**src/rtl/pid_pwm_pkg.sv**
```systemverilog
// Shared types, constants and the per-period slew clamp for the PID PWM driver.
package pid_pwm_pkg;

    localparam int unsigned DUTY_W = 8;
    localparam logic [DUTY_W-1:0] CNT_MAX = 8'd254;

    typedef enum logic [1:0] {
        IDLE = 2'd0,
        RUN  = 2'd1,
        STOP = 2'd2
    } pwm_state_t;

    // Move applied toward target by at most slew; 9-bit math so nothing wraps.
    function automatic logic [DUTY_W-1:0] slew_step(
        input logic [DUTY_W-1:0] applied,
        input logic [DUTY_W-1:0] target,
        input logic [DUTY_W-1:0] slew
    );
        logic [DUTY_W:0] up;
        logic [DUTY_W:0] down;
        up   = {1'b0, applied} + {1'b0, slew};
        down = {1'b0, applied} - {1'b0, slew};
        if ({1'b0, target} > up) begin
            return up[DUTY_W-1:0];
        end
        if ((applied >= slew) && ({1'b0, target} < down)) begin
            return down[DUTY_W-1:0];
        end
        return target;
    endfunction

endpackage

```
**src/rtl/pid_pwm_driver_tick_gen.sv**
```systemverilog
// PWM tick prescaler: one tick every PRESCALE clocks, held at zero while cleared.
module pwm_tick_gen #(
    parameter int unsigned PRESCALE = 4
) (
    input  logic clk,
    input  logic rst,
    input  logic clr,
    output logic tick
);
    localparam int unsigned PW = (PRESCALE > 1) ? $clog2(PRESCALE) : 1;
    localparam logic [PW-1:0] LAST = PW'(PRESCALE - 1);

    logic [PW-1:0] count;

    always_ff @(posedge clk) begin
        if (rst || clr) begin
            count <= '0;
        end else if (count == LAST) begin
            count <= '0;
        end else begin
            count <= count + PW'(1);
        end
    end

    assign tick = !clr && (count == LAST);

endmodule

```
**src/rtl/pid_pwm_driver.sv**
```systemverilog
// PID control word to single-pin PWM: boundary-synchronous duty update with slew limiting.
module pid_pwm_driver
    import pid_pwm_pkg::*;
#(
    parameter int unsigned PRESCALE = 4,
    parameter int unsigned SLEW_MAX = 8
) (
    input  logic              clk,
    input  logic              rst,
    input  logic              en,
    input  logic [DUTY_W-1:0] duty_in,
    input  logic              duty_valid,
    output logic              pwm_out,
    output logic [DUTY_W-1:0] duty_applied,
    output logic              period_start,
    output logic              settled
);
    pwm_state_t        state;
    pwm_state_t        state_next;
    logic [DUTY_W-1:0] cnt;
    logic [DUTY_W-1:0] target;
    logic [DUTY_W-1:0] step;
    logic              idle;
    logic              tick;
    logic              wrap;
    logic              launch;
    logic              run_wrap;
    logic              stop_wrap;

    assign idle = (state == IDLE);
    assign wrap = tick && (cnt == CNT_MAX);
    assign step = slew_step(duty_applied, target, DUTY_W'(SLEW_MAX));

    pwm_tick_gen #(
        .PRESCALE(PRESCALE)
    ) u_tick_gen (
        .clk (clk),
        .rst (rst),
        .clr (idle),
        .tick(tick)
    );

    always_ff @(posedge clk) begin
        if (rst) begin
            state <= IDLE;
        end else begin
            state <= state_next;
        end
    end

    // A stopping driver that sees en again simply resumes; its wrap is then a normal run wrap.
    always_comb begin
        state_next = state;
        launch     = 1'b0;
        run_wrap   = 1'b0;
        stop_wrap  = 1'b0;
        unique case (state)
            IDLE: begin
                if (en) begin
                    state_next = RUN;
                    launch     = 1'b1;
                end
            end
            RUN: begin
                run_wrap = wrap;
                if (!en) begin
                    state_next = STOP;
                end
            end
            STOP: begin
                if (en) begin
                    state_next = RUN;
                    run_wrap   = wrap;
                end else if (wrap) begin
                    state_next = IDLE;
                    stop_wrap  = 1'b1;
                end
            end
            default: state_next = IDLE;
        endcase
    end

    always_ff @(posedge clk) begin
        if (rst) begin
            target       <= '0;
            duty_applied <= '0;
            cnt          <= '0;
            pwm_out      <= 1'b0;
            period_start <= 1'b0;
        end else begin
            if (duty_valid) begin
                target <= duty_in;
            end
            pwm_out      <= !idle && (cnt < duty_applied);
            period_start <= launch || run_wrap;
            if (launch || run_wrap) begin
                cnt          <= '0;
                duty_applied <= step;
            end else if (stop_wrap) begin
                cnt          <= '0;
                duty_applied <= '0;
            end else if (tick) begin
                cnt <= cnt + DUTY_W'(1);
            end
        end
    end

    assign settled = (duty_applied == target);

endmodule
```
**config.mk**
```make
export PLATFORM = sky130hd
export DESIGN_NAME = pid_pwm_driver
export DESIGN_NICKNAME = d
export VERILOG_FILES = /design/src/rtl/pid_pwm_pkg.sv /design/src/rtl/pid_pwm_driver_tick_gen.sv /design/src/rtl/pid_pwm_driver.sv
export SDC_FILE = /design/constraint.sdc
export NUM_CORES = 1
export LEC_CHECK = 0
export ABC_AREA = 1
export CAP_MARGIN = 20
export CORE_ASPECT_RATIO = 1.5
export CORE_MARGIN = 3
export CORE_UTILIZATION = 52
export CTS_BUF_LIST = sky130_fd_sc_hd__clkbuf_8
export CTS_CLUSTER_SIZE = 16
export DETAILED_ROUTE_END_ITERATION = 6
export PLACE_DENSITY = 0.74
export SETUP_SLACK_MARGIN = 0.15
export SLEW_MARGIN = 20
export SYNTH_ARGS = -nofsm -noshare
export SYNTH_HDL_FRONTEND = slang
export SYNTH_SLANG_ARGS = --single-unit
```
**constraint.sdc**
```tcl
create_clock -name clk -period 2.4 [get_ports clk]
set_input_delay 0.24 -clock clk [delete_from_list [all_inputs] [get_ports clk]]
set_output_delay 0.24 -clock clk [all_outputs]
set_load 0.05 [all_outputs]
```
* After elaboration in Yosys (flattened, before gate mapping) *
Cells that the tools add are included.

word-level totals
  flip-flop bits (word level) = 30
  input bits = 12
  logic and storage cells = 56

cells by class
  add/sub/neg operators = 4
  magnitude comparators = 4
  equal/unequal tests = 8
  multiplexer cells = 21
  reductions and logical operators = 12

operators by type and width
  kind                 number
  $mux 8               6
  $add 8x4->9 const B  1
  $gt 8x9->1           1
  $lt 8x9->1           1
  $mux 1               9
  $sub 8x4->9 const B  1
  $add 8x1->8 const B  1
  $eq 8x8->1           1
  $eq 8x8->1 const B   1
  $ge 8x4->1 const B   1
  $lt 8x8->1           1
  $mux 2               4
  $pmux 2 s3           1
  $eq 2x2->1 const B   2
  $logic_and 1x1->1    4
  $ne 2x2->1 const B   2
  $ne 3x3->1 const B   1
  $reduce_and 3->1     1
  $reduce_or 3->1      1
  $add 2x1->2 const B  1
  $eq 2x1->1 const B   1
  $logic_not 2->1      1
  $logic_or 1x1->1     2
  $pmux 1 s2           1
  other kinds (3)      3

* Longest topological paths before layout *
Gate-level depths: netlist of the first run.

  depth in word-level cells = 9
  gate-level depth with buffers = 15

* Modules after synthesis *
From an unflattened synthesis of the first run, not the netlist that was laid out.

second synthesis, totals
  cells, all modules = 318
  area total of the unflattened synthesis = 2188.3 µm²

by module, submodules not included
  module          times used  cells an instance  area each (µm²)  seq. area each (µm²)
  pid_pwm_driver  1           308                2109.5           560.5
  pwm_tick_gen    1           10                 78.8             40.0

* Worst setup path before layout of the first run *
No wires, ideal clock.

  kind = reg-to-output
  start = reg duty_applied[2]
  end = out settled
  data arrival time = 2258 ps
  setup slack = -98 ps
  cell stages (with the launch flop) = 9
  path buffers = 0
  cells stage by stage = dfxtp_1 -> inv_1 -> ha_1 -> nand2_1 -> inv_1 -> nand2_1 -> a221oi_1 -> o2111ai_1 -> nor2_1

between the ends
  longest elaborated chain between the ends = 1

ends and longest elaborated chain
  element                   RTL line               RTL
  start: declaration        pid_pwm_driver.sv:14   output logic [DUTY_W-1:0] duty_applied,
  start signal: assignment  pid_pwm_driver.sv:98   duty_applied <= step;
  $eq 8x8->1                pid_pwm_driver.sv:108  assign settled = (duty_applied == target);
  end: declaration          pid_pwm_driver.sv:16   output logic settled

No other way between the ends.

* Worst setup path in the final report of the first run *
  start = reg duty_applied[3]
  end = reg duty_applied[1]

between the ends
  longest elaborated chain between the ends = 8

ends and longest elaborated chain
  element              RTL line              RTL
  $sub 8x4->9          pid_pwm_pkg.sv:22     down = {1'b0, applied} - {1'b0, slew};
  $lt 8x9->1           pid_pwm_pkg.sv:26     if ((applied >= slew) && ({1'b0, target} < down)) begin
  $logic_and 1x1->1    pid_pwm_pkg.sv:26
  $mux 1 (2 in a row)  pid_pwm_pkg.sv:26
  $mux 8               pid_pwm_pkg.sv:29     return target;
  $mux 8 *             pid_pwm_pkg.sv:26
  $mux 8 *             pid_pwm_driver.sv:96  if (launch || run_wrap) begin

Mark *: on every way between the ends. The rest lies on a longest branch, timed or not. The select of a mux whose other input is x is not followed.
A chain may end at the register's enable or synchronous reset.

==> results by group, run 1 <==
Status
  • Status: finished clean

Routing
  • Total DRC errors in the routed layout: 0
  • Total detailed-routing wirelength: 5180 um
  • Initial DRC count: 113
  • First-pass iteration count of the detailed router: 4
  • Number of nets with antenna violations after detailed routing: 0
  • Vias/cell: 5.25
  • Routed length per placed instance: 13.1 um
  • Number of vias after detailed routing: 2079

Global routing
  • Global-route layer with the greatest usage: met2
  • Overall track demand over capacity in global routing: 21.3%
  • Met2 capacity usage during global routing: 37.8%
  • Met3 layer usage reported by global route: 4.01%
  • Antenna violations before repair: 0
  • GR Overflow Total: 0
  • Met1 GRT Util: 22.4%
  • Pin count of the biggest net entering global routing: 11
  • Number of global-route vias before repair: 1995
  • Wire length of the first global-routing pass: 8470 um

Power and ir drop
  • Fraction of power consumed by the clock network: 12.7%
  • Power density over the cells: 1200 nW/um2
  • Net switching power: 0.00166 W
  • Leakage power figure: 1.32 nW
  • Part of the total power dissipated in sequential elements: 21.6%
  • VDD IR-drop max: 0.00111 V
  • Fraction of power spent switching nets: 50.7%
  • P_int: 0.00162 W
  • Combinational power share: 65.7%

Synthesis
  • Mapped Avg Cell Area: 7.12 um2
  • Net count after synthesis: 360
  • Primary flip-flop cell chosen by synthesis mapping: dfxtp_1
  • EDFF count, synth: 0
  • Fraction of post-synthesis cell area in the top cell type by area: 26.4%
  • Top area cells in the synthesized netlist: dfxtp_1, ha_1, nand2_1
  • Sequential element share of the synthesized area: 26.4%
  • Syn Std Cell Area: 2280 um2
  • Synthesized flop and latch total: 30
  • Most frequently used cell type in the post-synthesis netlist: nand2_1
  • Leading post-synthesis cells by instance count: nand2_1, nor2_1, inv_1
  • Yosys synthesis warning count: 0
  • Synth async-reset ratio: 0%
  • Number of distinct library cell variants in the gate-level netlist after synthesis: 34
  • Largest area contributor in the netlist: dfxtp_1
  • Instance count of the mapped netlist: 320

Worst setup path
  • Worst path top cell family by delay: simple AND/OR/NAND/NOR gates
  • Number of cells on the critical path: 14
  • Critical path origin: duty_applied[3]
  • Critical Path Slowest Stage Cell: dfxtp_4
  • Sequence of cells on the critical path: ha_1 > xnor2_2 > ha_1 > nand2_1 > inv_1 > a21oi_1 > nand2_1 > nand2_1 > nand2_2 > nand2_4 > nand2_2 > nor2_4 > nand2_1 > nand2_1
  • Data required time at the worst endpoint: 2.62 ns
  • Cell repeated most along the worst path: nand2_1
  • Endpoint of the lowest-slack register-to-register path: duty_applied[1]
  • Endpoint arrival time on the critical path: 2.32 ns
  • Depth of the worst register-to-register path: 14
  • CP Max Fanout: 7
  • Element type at the critical path end: register
  • Setup slack of the most critical reg-to-reg path: 0.30 ns
  • Category of the critical setup timing path: reg2reg
  • Startpoint of the most critical register-to-register path: duty_applied[3]
  • Type of element launching the critical path: register
  • Buf+Inv Stages, Crit Path: 1
  • Largest stage delay, worst path: 0.37 ns
  • Worst setup path endpoint: duty_applied[1]

Worst hold path
  • Worst min-delay path category: reg2reg

Timing
  • Fin Setup TNS: 0 ns
  • Transition at the pin with the smallest max-transition slack: 0.548 ns
  • # setup viols final: 0
  • Fmax: 477 MHz
  • Minimum clock period: 2.10 ns
  • Final worst path period share: 87.4%
  • Relative slew margins: 63.4%
  • Final slew viol count: 0
  • Clock Skew: 0.00167 ns
  • Hold violation total from the final report: 0
  • Unrepaired setup endpoints after global routing: true

Floorplan
  • Overall die height: 87.1 um
  • Effective utilization at floorplan: 56.0%
  • Width of the die: 60.0 um
  • Number of top-level pins: 23
  • Standard-cell rows: 28
  • Die ar.: 5230 um2
  • Core footprint: 4060 um2

Clocking
  • Sink count of the clock tree: 30
  • Clk pin slew, worst setup/hold paths: 0.06 ns
  • Number of buffers created by CTS: 5
  • Later-pin clock latency in the skew report: 0.28 ns
  • Hold-fix buffers at CTS: 0
  • Number of H-tree levels: 2
  • CTS tree: done
  • Clk buf depth: 2
  • Clock root buffer: clkbuf_8

Layout
  • Final non-filler cell total: 396
  • Final nets: 390
  • Area growth from synthesis to final layout: 20.2%
  • Layout cells sized above 1: 17.9%
  • Final antenna diode count: 0

Placement
  • GPL Wtd Cong: 0.853
  • Instance count after placement with tap cells included: 384
  • # port buffers: 22
  • Post-DP HPWL: 4080 um

Run
  • # Max-Cap Violations: 0
==> area by class of cell <==
type,instances,area (um2)
Sequential cell,30,614
Inverter,43,170
Multi-Input combinational cell,243,1540
Fill cell,362,1330
Clock inverter,2,8.76
Tap cell,45,56.3
Timing Repair Buffer,27,268
Clock buffer,6,82.6
==> cell families (layout without fill, tap and decap cells) <==
family	after synthesis	in the layout	synth area share, %
and+or+nand+nor	173	173	36.5
adders and majority gates	28	28	15.4
xor gates and xnor gates	12	12	4.62
DFF	30	30	26.4
AOI/OAI and AO/OA	30	30	7.64
buffers and inverters	47	78	9.45
==> cell usage in the layout (no fill, tap or decap), types with 9 or more instances in the layout <==
cell type and n:
inv_2 9, o21ai_0 9, a21oi_1 12, nand3_1 25, dfxtp_1 25, inv_1 30
nor2_1 32, ha_1 25, clkdlybuf4s50_1 21, nand2_1 84
==> layer usage <==
layer / share of wire (%) / routed length [um]
met4: 2.5 / 129
met5: 0 / 0
met3: 3.0 / 154
met1: 39 / 2010
met2: 56 / 2890
==> worst min path at each step <==
stage / to / depth (start not counted) / slack, ns / start
after floorplan: target[4] / 2 / 0.37 / duty_in[4]
final: u_tick_gen.count[0] / 1 / 0.42 / u_tick_gen.count[0]
after CTS: u_tick_gen.count[0] / 1 / 0.43 / u_tick_gen.count[0]
after global routing: u_tick_gen.count[0] / 1 / 0.46 / u_tick_gen.count[0]
after global placement: u_tick_gen.count[0] / 1 / 0.41 / u_tick_gen.count[0]
after detailed placement: u_tick_gen.count[0] / 1 / 0.42 / u_tick_gen.count[0]
==> stage by stage <==
stage / hold WS (ns) / utilization (%) / total power (W) / area (um2) / setup WS [ns]
finish: 0.422 / 67.3 / 0.00328 / 2740 / 0.303
global route: 0.455 / 67.3 / 0.00355 / 2740 / 0.133
CTS: 0.427 / 64.6 / 0.00314 / 2630 / 0.167
detailed placement: 0.417 / 62.3 / 0.00271 / 2530 / 0.132
global placement: 0.411 / 62.3 / 0.00268 / 2530 / 0.136
floorplan: 0.375 / - / 0.00225 / 2280 / 0.107
==> sequential cells by signal, indices dropped and copies added (netlist names) <==
name,count
pwm_out,1
duty_applied,8
cnt,8
target,8
u_tick_gen.count,2
state,2
period_start,1
==> power groups by stage <==
stage | clock network, W | registers, W | logic (W)
6_report | 0.000416 | 0.000709 | 0.00216
5_1_grt | 0.000451 | 0.000722 | 0.00238
4_1_cts | 0.000430 | 0.000708 | 0.00200
3_5_place_dp | 0 | 0.000716 | 0.00199
3_3_place_gp | 0 | 0.000717 | 0.00197
2_1_floorplan | 0 | 0.000839 | 0.00141
==> repair_timing <==
action / in CTS / in global routing
resized for setup: 1 / 16
buffers inserted: 0 / 4
cloned: 0 / 0
setup endpoints to repair: 4 / 9
pin swaps: 0 / 3
No activity file was read; power rests on OpenSTA's default activity.
==> inputs of run 2 (changes only) <==
Settings changed: SETUP_SLACK_MARGIN 0.15 to not set.
==> run 2 against run 1 <==
  * Critical path depth shrank 5
  * Wire length shrank 1.4%
  * Sequential power shrank 1%
  * Worst hold slack gained 0.0023 ns
  * Clock power is essentially flat
  * Via count shrank 2.0%
  * First-iteration DRC count shrank 43%
  * Combinational power shrank 6%
  * Die area is the same
  * Cell area shrank 3.4%
  * Largest power group unchanged
==> results by group, run 2 (same netlist as run 1, synthesis figures left out) <==
Worst setup path
  • Data required time at the worst endpoint: 2.16 ns (-0.46 ns)
  • Worst path top cell family by delay: compound AO/OA/AOI/OAI gates
  • Sequence of cells on the critical path: inv_1 > ha_1 > nand2_1 > inv_1 > nand2_1 > a221oi_2 > o2111ai_1 > nor2_2 > buf_12
  • Largest stage delay, worst path: 0.34 ns (-0.03 ns)
  • Type of element launching the critical path: register
  • Critical Path Slowest Stage Cell: ha_1
  • Buf+Inv Stages, Crit Path: 3 (+2)
  • Element type at the critical path end: output port
  • Category of the critical setup timing path: reg2out
  • Endpoint arrival time on the critical path: 1.98 ns (-0.34 ns)
  • CP Max Fanout: 4 (-3)

Power and ir drop
  • VDD IR-drop max: 0.000833 V (-25%)
  • Combinational power share: 64.4% (-1.3 points)
  • Fraction of power consumed by the clock network: 13.3% (+0.6 points)
  • Fraction of power spent switching nets: 51.5% (+0.86 points)
  • P_int: 0.00153 W (-5.6%)
  • Leakage power figure: 1.29 nW (-2.1%)
  • Net switching power: 0.00162 W (-2.3%)
  • Power density over the cells: 1190 nW/um2 (-0.57%)
  • Part of the total power dissipated in sequential elements: 22.3% (+0.7 points)

Clocking
  • Post-CTS setup buffer count: 0 (unchanged)
  • Later-pin clock latency in the skew report: 0.28 ns (about the same)
  • Number of buffers created by CTS: 5 (unchanged)
  • Clk buf depth: 2 (unchanged)
  • Clock root buffer: clkbuf_8
  • Sink count of the clock tree: 30 (unchanged)
  • Number of H-tree levels: 2 (unchanged)
  • CTS tree: done
  • Clk pin slew, worst setup/hold paths: 0.06 ns (about the same)

Timing
  • Fin Setup TNS: 0 ns (unchanged)
  • Fmax: 450 MHz (-5.7%)
  • Final slew viol count: 0 (unchanged)
  • Final worst path period share: 92.6% (+5.3 points)
  • Relative slew margins: 64.7% (+1.3 points)
  • Unrepaired setup endpoints after global routing: false
  • Clock Skew: 0.00373 ns (+0.00206 ns)
  • Minimum clock period: 2.22 ns (+0.126 ns)
  • # setup viols final: 0 (unchanged)
  • Hold violation total from the final report: 0 (unchanged)
  • Transition at the pin with the smallest max-transition slack: 0.528 ns (-0.0195 ns)

Routing
  • Vias/cell: 5.20 (-1.0%)
  • Routed length per placed instance: 13.0 um (-0.44%)
  • Total detailed-routing wirelength: 5110 um (-1.4%)
  • Number of nets with antenna violations after detailed routing: 0 (unchanged)
  • Initial DRC count: 64 (-43%)
  • First-pass iteration count of the detailed router: 4 (unchanged)
  • Number of vias after detailed routing: 2037 (-2.0%)
  • Total DRC errors in the routed layout: 0 (unchanged)

Floorplan
  • Overall die height: 87.1 um (unchanged)
  • Die ar.: 5230 um2 (unchanged)
  • Width of the die: 60.0 um (unchanged)
  • Core footprint: 4060 um2 (unchanged)
  • Standard-cell rows: 28 (unchanged)
  • Effective utilization at floorplan: 56.0% (unchanged)
  • Number of top-level pins: 23 (unchanged)

Global routing
  • Antenna violations before repair: 0 (unchanged)
  • Pin count of the biggest net entering global routing: 11 (unchanged)
  • Wire length of the first global-routing pass: 9070 um (+7.2%)
  • Overall track demand over capacity in global routing: 22.9% (+1.6 points)
  • Number of global-route vias before repair: 2148 (+7.7%)
  • GR Overflow Total: 0 (unchanged)

Worst hold path
  • Worst min-delay path category: reg2reg

Layout
  • Most frequent standard cell in the layout excluding fill and tap cells: nand2_1
  • Final antenna diode count: 0 (unchanged)
  • Multi-input logic area: 1480 um2 (-3.5%)
  • FF+latch area: 606 um2 (-1.4%)
  • Final nets: 386 (-1.0%)
  • Layout cells sized above 1: 13.5% (-4.4 points)
  • Regs by FF count: cnt x8, duty_applied x8, target x8
  • Area growth from synthesis to final layout: 16.1%
  • Fin area: 2640 um2 (-3.4%)
  • Filler cell count in the final layout: 391 (+8.0%)
  • Leading cell types in the layout, fill and taps excluded: nand2_1, inv_1, nor2_1, ha_1, dfxtp_1

Placement
  • Placed instance area: 2530 um2 (about the same)
  • GPL Wtd Cong: 0.940 (+10%)
  • Post-DP HPWL: 4140 um (+1.6%)
  • # port buffers: 22 (unchanged)

Status
  • Status: finished clean

Run
  • # Max-Cap Violations: 0 (unchanged)
## run 2: final timing paths
check / cells after the start / end / startpoint / slack (ns)
min: 1 / u_tick_gen.count[0] / u_tick_gen.count[0] / 0.42
min reg2reg: 1 / u_tick_gen.count[0] / u_tick_gen.count[0] / 0.42
max reg2reg: 14 / duty_applied[0] / duty_applied[3] / 0.19
max: 9 / settled / duty_applied[2] / 0.18
## run 2: metal layers
metal	global-route usage (%)	up-vias	share of wire [%]
met1	24.7	909	41
met3	3.41	19	1.7
met4	15.3	0	4.7
met2	39.8	28	53
li1	-	1081	-
met5	0	-	0
## run 2: stage by stage
step / power (W) / utilization (%) / hold slack, ns / instances / worst slack [ns]
2_1_floorplan: 0.00224 / - / 0.375 / 320 / 0.00507
3_3_place_gp: 0.00266 / 62.3 / 0.413 / 384 / 0.241
3_5_place_dp: 0.00270 / 62.3 / 0.416 / 384 / 0.190
4_1_cts: 0.00313 / 64.5 / 0.426 / 392 / 0.0650
5_1_grt: 0.00345 / 65.1 / 0.450 / 392 / 0.00130
6_report: 0.00315 / 65.1 / 0.424 / 392 / 0.177
## run 2: worst reg2reg max path, stage by stage (launching register included)
cell     delay, ns
dfxtp_4       0.38
ha_1          0.23
xnor2_1       0.27
ha_1          0.29
nand2_1       0.08
inv_1         0.04
a21oi_1       0.14
nand2_1       0.07
nand2_1       0.06
nand2_1       0.15
nand2_4       0.14
nand2_2       0.08
nor2_4        0.11
nand2_1       0.06
nand2_1       0.07
## run 2: timing repair
action,CTS,global route
setup endpoints to repair,0,8
hold buffers,0,0
resized for setup,0,5
## run 2: final cells by class
type                       instances  area share, %
sequential                        30           22.9
clock buffer                       6           3.12
multi-input combinational        243           56.1
timing repair buffer              23           8.99
inverter                          43           6.44
clock inverter                     2          0.331
tap                               45           2.13
## run 2: power by group through the flow
stage          Sequential [W]  Clock [W]  Combinational (W)
2_1_floorplan        0.000835          0            0.00141
3_3_place_gp         0.000703          0            0.00196
3_5_place_dp         0.000702          0            0.00200
4_1_cts              0.000691   0.000430            0.00201
5_1_grt              0.000715   0.000456            0.00228
6_report             0.000702   0.000419            0.00203
==> inputs of run 3 (changes only) <==
Settings changed: CORE_MARGIN 3 to not set.
==> run 3 against run 2 <==
  * Worst hold slack got worse by 0.00082 ns
  * Largest power group unchanged
  * Non-clock buffer count increased by 1
  * Global-route usage increased by 1.1 points
  * Critical endpoint unchanged
  * First-iteration DRC count increased by 16%
  * Clock-buffer cell count unchanged
  * Die area decreased by 11%
  * Via count increased by 1.8%
  * Largest cell class unchanged
  * Critical path type unchanged
==> results by group, run 3 (same netlist as run 1, synthesis figures left out) <==
Status
  • Status: finished clean

Timing
  • Fin Setup TNS: 0 ns (unchanged)
  • Final slew viol count: 0 (unchanged)
  • Fmax: 457 MHz (+1.6%)
  • Final worst path period share: 91.2% (-1.4 points)
  • Clock Skew: 0.00632 ns (+0.00259 ns)
  • Minimum clock period: 2.19 ns (-0.0341 ns)
  • # setup viols final: 0 (unchanged)
  • Relative slew margins: 65.0% (+0.33 points)
  • Unrepaired setup endpoints after global routing: false
  • Transition at the pin with the smallest max-transition slack: 0.523 ns (-0.00491 ns)
  • Hold violation total from the final report: 0 (unchanged)

Layout
  • Final non-filler cell total: 394 (+0.51%)
  • Final nets: 387 (+0.26%)
  • Leading cell types in the layout, fill and taps excluded: nand2_1, inv_1, nor2_1, ha_1, dfxtp_1
  • FF+latch area: 606 um2 (unchanged)
  • Regs by FF count: cnt x8, duty_applied x8, target x8
  • Area growth from synthesis to final layout: 16.3%
  • Multi-input logic area: 1480 um2 (-0.34%)
  • Filler cell count in the final layout: 370 (-5.4%)
  • Most frequent standard cell in the layout excluding fill and tap cells: nand2_1
  • Layout cells sized above 1: 13.8% (+0.25 points)
  • Final antenna diode count: 0 (unchanged)

Clocking
  • Sink count of the clock tree: 30 (unchanged)
  • Clk buf depth: 2 (unchanged)
  • Number of buffers created by CTS: 5 (unchanged)
  • CTS tree: done
  • Clock root buffer: clkbuf_8
  • Number of H-tree levels: 2 (unchanged)
  • Clk pin slew, worst setup/hold paths: 0.07 ns (about the same)
  • Later-pin clock latency in the skew report: 0.29 ns (about the same)

Run
  • # Max-Cap Violations: 0 (unchanged)

Power and ir drop
  • Fraction of power spent switching nets: 50.9% (-0.63 points)
  • P_int: 0.00154 W (+0.74%)
  • Fraction of power consumed by the clock network: 13.4% (about the same)
  • Net switching power: 0.00159 W (-1.8%)
  • Leakage power figure: 1.29 nW (+0.33%)
  • Final total power: 0.00313 W (-0.56%)
  • Part of the total power dissipated in sequential elements: 22.1% (-0.2 points)
  • Combinational power share: 64.5% (about the same)
  • Power density over the cells: 1180 nW/um2 (-0.70%)
  • VDD IR-drop max: 0.000913 V (+9.7%)

Routing
  • Vias/cell: 5.26 (+1.3%)
  • Initial DRC count: 74 (+16%)
  • Total detailed-routing wirelength: 4960 um (-3.0%)
  • Routed length per placed instance: 12.6 um (-3.5%)
  • Total DRC errors in the routed layout: 0 (unchanged)
  • Number of vias after detailed routing: 2074 (+1.8%)
  • Number of nets with antenna violations after detailed routing: 0 (unchanged)
  • First-pass iteration count of the detailed router: 4 (unchanged)

Placement
  • Post-DP HPWL: 4000 um (-3.3%)
  • GPL Wtd Cong: 0.921 (-2.0%)
  • Instance count after placement with tap cells included: 386 (+0.52%)
  • # port buffers: 22 (unchanged)

Worst setup path
  • Category of the critical setup timing path: reg2out
  • Depth of the worst register-to-register path: 15 (+1)
  • Endpoint arrival time on the critical path: 1.95 ns (-0.03 ns)
  • Data required time at the worst endpoint: 2.16 ns (about the same)
  • Largest stage delay, worst path: 0.38 ns (+0.04 ns)
  • Critical Path Slowest Stage Cell: dfxtp_1
  • Number of cells on the critical path: 9 (unchanged)
  • Worst path top cell family by delay: flip-flops
  • Buf+Inv Stages, Crit Path: 3 (unchanged)
  • Sequence of cells on the critical path: inv_1 > ha_1 > nand2_1 > inv_1 > nand2_1 > a221oi_2 > o2111ai_1 > nor2_2 > buf_12
  • CP Max Fanout: 3 (-1)
  • Element type at the critical path end: output port
  • Type of element launching the critical path: register

Global routing
  • GR Overflow Total: 0 (unchanged)
  • Wire length of the first global-routing pass: 8870 um (-2.3%)
  • Overall track demand over capacity in global routing: 24.0% (+1.1 points)
  • Number of global-route vias before repair: 2074 (-3.4%)
  • Pin count of the biggest net entering global routing: 11 (unchanged)
  • Antenna violations before repair: 0 (unchanged)

Floorplan
  • Width of the die: 56.0 um (-6.7%)
  • Die ar.: 4650 um2 (-11%)
  • Overall die height: 83.1 um (-4.6%)
  • Effective utilization at floorplan: 54.1% (-1.9 points)
  • Number of top-level pins: 23 (unchanged)
  • Core footprint: 4210 um2 (+3.6%)
  • Standard-cell rows: 29 (+3.6%)

Worst hold path
  • Cells on Worst Hold Path: 1 (unchanged)
  • Worst min-delay path category: reg2reg
run 3: cell count changes in the layout (fill, tap and decap cells not counted), sizes merged:
cell,change
buf,+1
run 3: path summary, 6_finish.rpt:
kind	start	to	slack, ns
max	duty_applied[1]	settled	0.21
min	u_tick_gen.count[0]	u_tick_gen.count[0]	0.42
max reg2reg	duty_applied[3]	duty_applied[3]	0.23
min reg2reg	u_tick_gen.count[0]	u_tick_gen.count[0]	0.42
run 3: layout make-up:
class / instances / area share [%]
Inverter: 43 / 6.43
Clock inverter: 2 / 0.331
Sequential cell: 30 / 22.9
Clock buffer: 6 / 3.12
Tap cell: 46 / 2.17
Multi-Input combinational cell: 243 / 55.8
Timing Repair Buffer: 24 / 9.26
run 3: metal layers:
| layer | share of wire [%] | track usage [%] | routed length, um | up-vias |
|---|---|---|---|---|
| met5 | 0 | 0 | 0 | - |
| met4 | 5.2 | 15.3 | 259 | 0 |
| met3 | 2.4 | 3.43 | 117 | 23 |
| met2 | 51 | 41.9 | 2540 | 42 |
| met1 | 41 | 26.6 | 2040 | 923 |
| li1 | - | - | - | 1086 |
run 3: power by group through the flow:
stage          Sequential (W)  Clock, W  Combinational [W]
3_3_place_gp         0.000696         0            0.00197
5_1_grt              0.000709  0.000454            0.00230
3_5_place_dp         0.000699         0            0.00200
6_report             0.000692  0.000421            0.00202
4_1_cts              0.000688  0.000430            0.00201
2_1_floorplan        0.000835         0            0.00141
run 3: timing repair:
action                                  4_1_cts  5_1_grt
hold buffers                                  0        0
buffers inserted                              0        0
endpoints found under the setup margin        0        7
gates resized for setup                       0        4
endpoints found under the hold margin         0        0
run 3: metrics by stage:
step	cell area, um2	hold WS, ns	utilization, %	setup slack (ns)
4_1_cts	2630	0.425	62.5	0.101
6_report	2650	0.423	62.9	0.211
5_1_grt	2650	0.450	62.9	0.00916
2_1_floorplan	2280	0.375	-	0.00507
3_3_place_gp	2540	0.408	60.3	0.240
3_5_place_dp	2540	0.413	60.3	0.199
